--- src/rtl/ife_block_dispatcher.sv ---
// rtl/ife_block_dispatcher.sv - captures whole instruction blocks and issues them in order to round-robin cores
module ife_block_dispatcher #(
    parameter int BLOCK_ID_WIDTH = 8,
    parameter int INSTR_WIDTH    = 32,
    parameter int BLOCK_SIZE     = 4,
    parameter int NUM_CORES      = 2,
    localparam int IDX_WIDTH     = (BLOCK_SIZE > 1) ? $clog2(BLOCK_SIZE) : 1,
    localparam int CORE_WIDTH    = (NUM_CORES > 1) ? $clog2(NUM_CORES) : 1
) (
    input  logic                                    clk,
    input  logic                                    rst_n,
    input  logic [BLOCK_ID_WIDTH-1:0]               block_id_in,
    input  logic [BLOCK_SIZE-1:0][INSTR_WIDTH-1:0]  block_in,
    input  logic                                    valid_in,
    output logic                                    ready_in,
    output logic [INSTR_WIDTH-1:0]                  instr_out,
    output logic [BLOCK_ID_WIDTH-1:0]               instr_block_id_out,
    output logic [IDX_WIDTH-1:0]                    instr_idx_out,
    output logic [NUM_CORES-1:0]                    instr_valid_out,
    input  logic [NUM_CORES-1:0]                    core_ready,
    output logic                                    block_done,
    output logic [BLOCK_ID_WIDTH-1:0]               block_done_id,
    output logic [CORE_WIDTH-1:0]                   block_done_core
);

    typedef enum logic {IDLE, ISSUE} state_t;

    state_t                                 state_q, state_d;
    logic [IDX_WIDTH-1:0]                   idx_q, idx_d;
    logic [CORE_WIDTH-1:0]                  rr_q, rr_d;
    logic [CORE_WIDTH-1:0]                  tgt_q, tgt_d;
    logic [BLOCK_ID_WIDTH-1:0]              id_q, id_d;
    logic [BLOCK_SIZE-1:0][INSTR_WIDTH-1:0] blk_q, blk_d;
    logic                                   done_q, done_d;
    logic [BLOCK_ID_WIDTH-1:0]              done_id_q, done_id_d;
    logic [CORE_WIDTH-1:0]                  done_core_q, done_core_d;

    logic hs;
    logic last_hs;
    logic accept;

    assign instr_valid_out = (state_q == ISSUE) ? (NUM_CORES'(1) << tgt_q) : '0;
    // The one-hot valid masks core_ready, so other cores' ready lines never advance the block.
    assign hs      = |(instr_valid_out & core_ready);
    assign last_hs = hs && (idx_q == IDX_WIDTH'(BLOCK_SIZE - 1));
    assign ready_in = rst_n && ((state_q == IDLE) || last_hs);
    assign accept  = valid_in && ready_in;

    assign instr_block_id_out = id_q;
    assign instr_idx_out      = idx_q;
    assign block_done         = done_q;
    assign block_done_id      = done_id_q;
    assign block_done_core    = done_core_q;

    always_comb begin
        instr_out = '0;
        for (int i = 0; i < BLOCK_SIZE; i++) begin
            if (idx_q == IDX_WIDTH'(i)) begin
                instr_out = blk_q[i];
            end
        end
    end

    always_comb begin
        state_d     = state_q;
        idx_d       = idx_q;
        rr_d        = rr_q;
        tgt_d       = tgt_q;
        id_d        = id_q;
        blk_d       = blk_q;
        done_d      = 1'b0;
        done_id_d   = '0;
        done_core_d = '0;
        if (hs && !last_hs) begin
            idx_d = idx_q + 1'b1;
        end
        if (last_hs) begin
            done_d      = 1'b1;
            done_id_d   = id_q;
            done_core_d = tgt_q;
            rr_d        = (rr_q == CORE_WIDTH'(NUM_CORES - 1)) ? '0 : rr_q + 1'b1;
            state_d     = IDLE;
            idx_d       = '0;
        end
        // A block accepted on the final handshake goes to the already-advanced pointer.
        if (accept) begin
            state_d = ISSUE;
            idx_d   = '0;
            tgt_d   = rr_d;
            id_d    = block_id_in;
            blk_d   = block_in;
        end
    end

    always_ff @(posedge clk or negedge rst_n) begin
        if (!rst_n) begin
            state_q     <= IDLE;
            idx_q       <= '0;
            rr_q        <= '0;
            tgt_q       <= '0;
            id_q        <= '0;
            blk_q       <= '0;
            done_q      <= 1'b0;
            done_id_q   <= '0;
            done_core_q <= '0;
        end else begin
            state_q     <= state_d;
            idx_q       <= idx_d;
            rr_q        <= rr_d;
            tgt_q       <= tgt_d;
            id_q        <= id_d;
            blk_q       <= blk_d;
            done_q      <= done_d;
            done_id_q   <= done_id_d;
            done_core_q <= done_core_d;
        end
    end

endmodule
--- config.mk ---
export PLATFORM = sky130hd
export DESIGN_NAME = ife_block_dispatcher
export DESIGN_NICKNAME = d
export VERILOG_FILES = /design/src/rtl/ife_block_dispatcher.sv
export SDC_FILE = /design/constraint.sdc
export NUM_CORES = 1
export LEC_CHECK = 0
export ABC_AREA = 1
export CORE_UTILIZATION = 35
export CTS_CLUSTER_SIZE = 16
export DETAILED_ROUTE_END_ITERATION = 8
export PLACE_DENSITY_LB_ADDON = 0.05
export SYNTH_ARGS = -nofsm -noshare
export SYNTH_HDL_FRONTEND = slang
export SYNTH_SLANG_ARGS = --single-unit
--- constraint.sdc ---
create_clock -name clk -period 2.2 [get_ports clk]
set_clock_uncertainty 0.05 [all_clocks]
set_input_delay 0.33 -clock clk [delete_from_list [all_inputs] [get_ports clk]]
set_output_delay 0.33 -clock clk [all_outputs]
set_load 0.01 [all_outputs]
==> flow_metrics.tcl <==
set metrics [dict create \
    status "finished with violations" \
    violations "setup timing" \
    whs_ns 0.2602 \
    ys_ff_latch 151 \
    rsz0062_at_grt "yes" \
    setup_ws_ns -0.1067 \
    coreArea_um2 20170 \
    antenna_cells 0 \
    grt_pass1_vias 6698 \
    h-tree-depth 4 \
    p_per_area_nw_per_um2 1388 \
    leakage_nw 5.178 \
    vias_per_cell 5.062 \
    wire_per_inst_um 17.24 \
    syn-cell-area_um2 7186 \
    finalHoldViolCount 0 \
    clk_pin_slew_worst_paths_ns 0.06 \
    synth_xor_area_share_pct 0 \
    track_usage_pct 22.64 \
    numClockSinks 151 \
    syn_area_per_cell_um2 8.083 \
    antenna_left 0 \
    area_delta_synth_final_pct 48.58 \
    worstPathArrival_ns 1.93 \
    finalNetCount 1225 \
    hpwlAfterDp_mm 15.21 \
    start_util_pct 35.63 \
    drv_slew 0 \
    yosysUniqueCellTypes 19 \
    root_buffer "clkbuf_16" \
    crit_fanout 10 \
    placementRows 52 \
    yosysSeqAreaShare_pct 52.59 \
    netlist_instances 889 \
    worstHoldPathCells 3 \
    grt_first_pass_wirelength_mm 36.74 \
    drt_pass1_iterations 4 \
    dieHeight_um 145.3 \
    ys_warn_count 0 \
    drt-initial-drc-count 350 \
    placed_area_um2 9751 \
    cp_slowest_cell "dfrtp_1" \
    stdcell_area_um2 10680 \
    ioPinCount 196 \
    fmax_ghz 0.4335 \
    finalSetupViolCount 28 \
    synth_adder_area_share_pct 0.6965 \
    grt_max_degree 125 \
    fp.dieW_um 145.3 \
    synth_compound_area_share_pct 7.958 \
    drcViolationCount 0 \
    path_class "reg2out" \
    cts_tree "yes" \
    slew_headroom_pct 44.44 \
    synth_fp_nets 1034 \
    drv_cap 0 \
    hold_path.startpoint "valid_in" \
    die-area_um2 21110 \
    worst_pin_slew_ns 0.8334 \
    drt_wl_total_mm 23.48 \
    synth_top_family_by_area "simple AND/OR/NAND/NOR gates" \
    finalNonFillerCells 1362 \
    end_kind "primary output" \
    crit_chain "inv_2 -> ha_4 -> inv_8 -> buf_12 -> o211ai_1 -> a21oi_1 -> buf_2" \
    numCtsBuffers 17 \
    r2r_start "instr_idx_out[1]" \
    cts_buffer_depth 2 \
    startpoint_type "flip-flop" \
    period_minus_slack_ns 2.307 \
    num_vias 6895 \
    hold_class "in2reg" \
    final.period_utilization_pct 104.8 \
    clock_latency_ns 0.42 \
    cp.required_ns 1.82 \
    layout-drive-gt1-share_pct 15.20 \
    cpPeakStageDelay_ns 0.41 \
    io_buffer_count 195 \
    overflow 0 \
    synthMuxAreaShare_pct 0 \
    gp_congestion 0.7921 \
    final_cell_mix "341 x nand2_1, 160 x clkdlybuf4s50_1, 151 x dfrtp_1" \
    antenna_found_initial 1 \
    dp_cells 1319 \
    reg2reg_depth 11 \
    layout_commonest_cell "nand2_1" \
    irDropWorstVdd_uv 675.5 \
    cp-startpoint "instr_idx_out[1]" \
    n_fill_cell 1943 \
    synthSimpleGateAreaFrac_pct 32.81 \
    dp_slack_ns -0.1756 \
]
==> per-layer routing <==
metal / vias up / GRT usage [%] / wire length, um
li1: 3401 / - / -
met1: 3287 / 27.95 / 9767
met2: 180 / 39.06 / 12010
met3: 27 / 5.126 / 1224
met4: 0 / 7.211 / 481
met5: - / 0 / 0
==> path summary, 6_finish.rpt <==
path	to	slack (ns)
setup / recovery	instr_out[12]	-0.11
hold / removal	tgt_q	0.26
setup reg to reg	blk_q[114]	0.13
hold reg to reg	blk_q[34]	0.42
max in group asynchronous	blk_q[49]	0.79
min in group asynchronous	instr_block_id_out[2]	0.27
==> worst max-delay path: cells and delay by family (launching register included) <==
kind | cells | cell delay (ns)
AOI/OAI and AO/OA | 2 | 0.43
adders and majority gates | 1 | 0.19
buffers and inverters | 4 | 0.49
DFF | 1 | 0.41
==> sequential cells by signal, summed over array words and instances, names as in the netlist <==
signal,cells
blk_q,128
block_done_id,8
instr_block_id_out,8
instr_idx_out,2
block_done,1
block_done_core,1
rr_q,1
state_q,1
tgt_q,1
==> synth_stat cells <==
cell,n,area [um2]
a21oi_1,59,295.3
a31oi_1,3,18.77
buf_1,1,3.750
buf_2,24,120.1
buf_4,3,22.52
clkbuf_1,55,206.5
clkinv_1,2,7.510
dfrtp_1,151,3779
ha_1,4,50.05
inv_1,18,67.56
nand2_1,349,1310
nand2_2,2,12.51
nand3_1,4,20.02
nand3_2,1,10.01
nand3b_1,1,7.510
nand4_1,136,850.8
nor2_1,39,146.4
o211ai_1,29,217.7
o21ai_0,8,40.04
==> power by group <==
| part | switching [mW] | leakage, nW | internal (mW) |
|---|---|---|---|
| Combinational | 3.74 | 2.99 | 3.14 |
| Sequential | 0.834 | 1.89 | 4.00 |
| Clock | 1.18 | 0.291 | 1.92 |
| Total | 5.76 | 5.18 | 9.06 |
==> metrics by stage <==
stage                     TNS [ns]  power, mW  utilization [%]
after floorplan                  0      7.997                -
after global placement      -3.957      11.55            48.34
after detailed placement    -6.157      11.62            48.34
after CTS                   -1.477      14.85            52.64
after global routing        -3.774      15.82            52.93
final                       -1.097      14.82            52.93
==> kinds of logic after synthesis <==
| kind of cell | count (synthesis) |
|---|---|
| AOI/OAI and AO/OA | 99 |
| DFF | 151 |
| buffers and inverters | 103 |
| adders and majority gates | 4 |
| and+or+nand+nor | 532 |
==> repair_timing <==
item	in CTS	in global routing
endpoints found under the setup margin	145	90
buffers inserted	6	1
resized for setup	192	12
hold buffers	1	0
hold endpoints to repair	23	0
cloned	4	1
pin swaps	16	12
==> layout make-up <==
| cell class | instances | area, um2 | share of cell area, % |
|---|---|---|---|
| Multi-Input combinational cell | 635 | 3187 | 29.85 |
| Tap cell | 270 | 337.8 | 3.164 |
| Sequential cell | 151 | 3779 | 35.39 |
| Timing Repair Buffer | 255 | 2660 | 24.92 |
| Clock inverter | 12 | 177.7 | 1.664 |
| Clock buffer | 19 | 442.9 | 4.149 |
| Inverter | 20 | 92.59 | 0.8672 |
(Power assumes the default switching activity.)
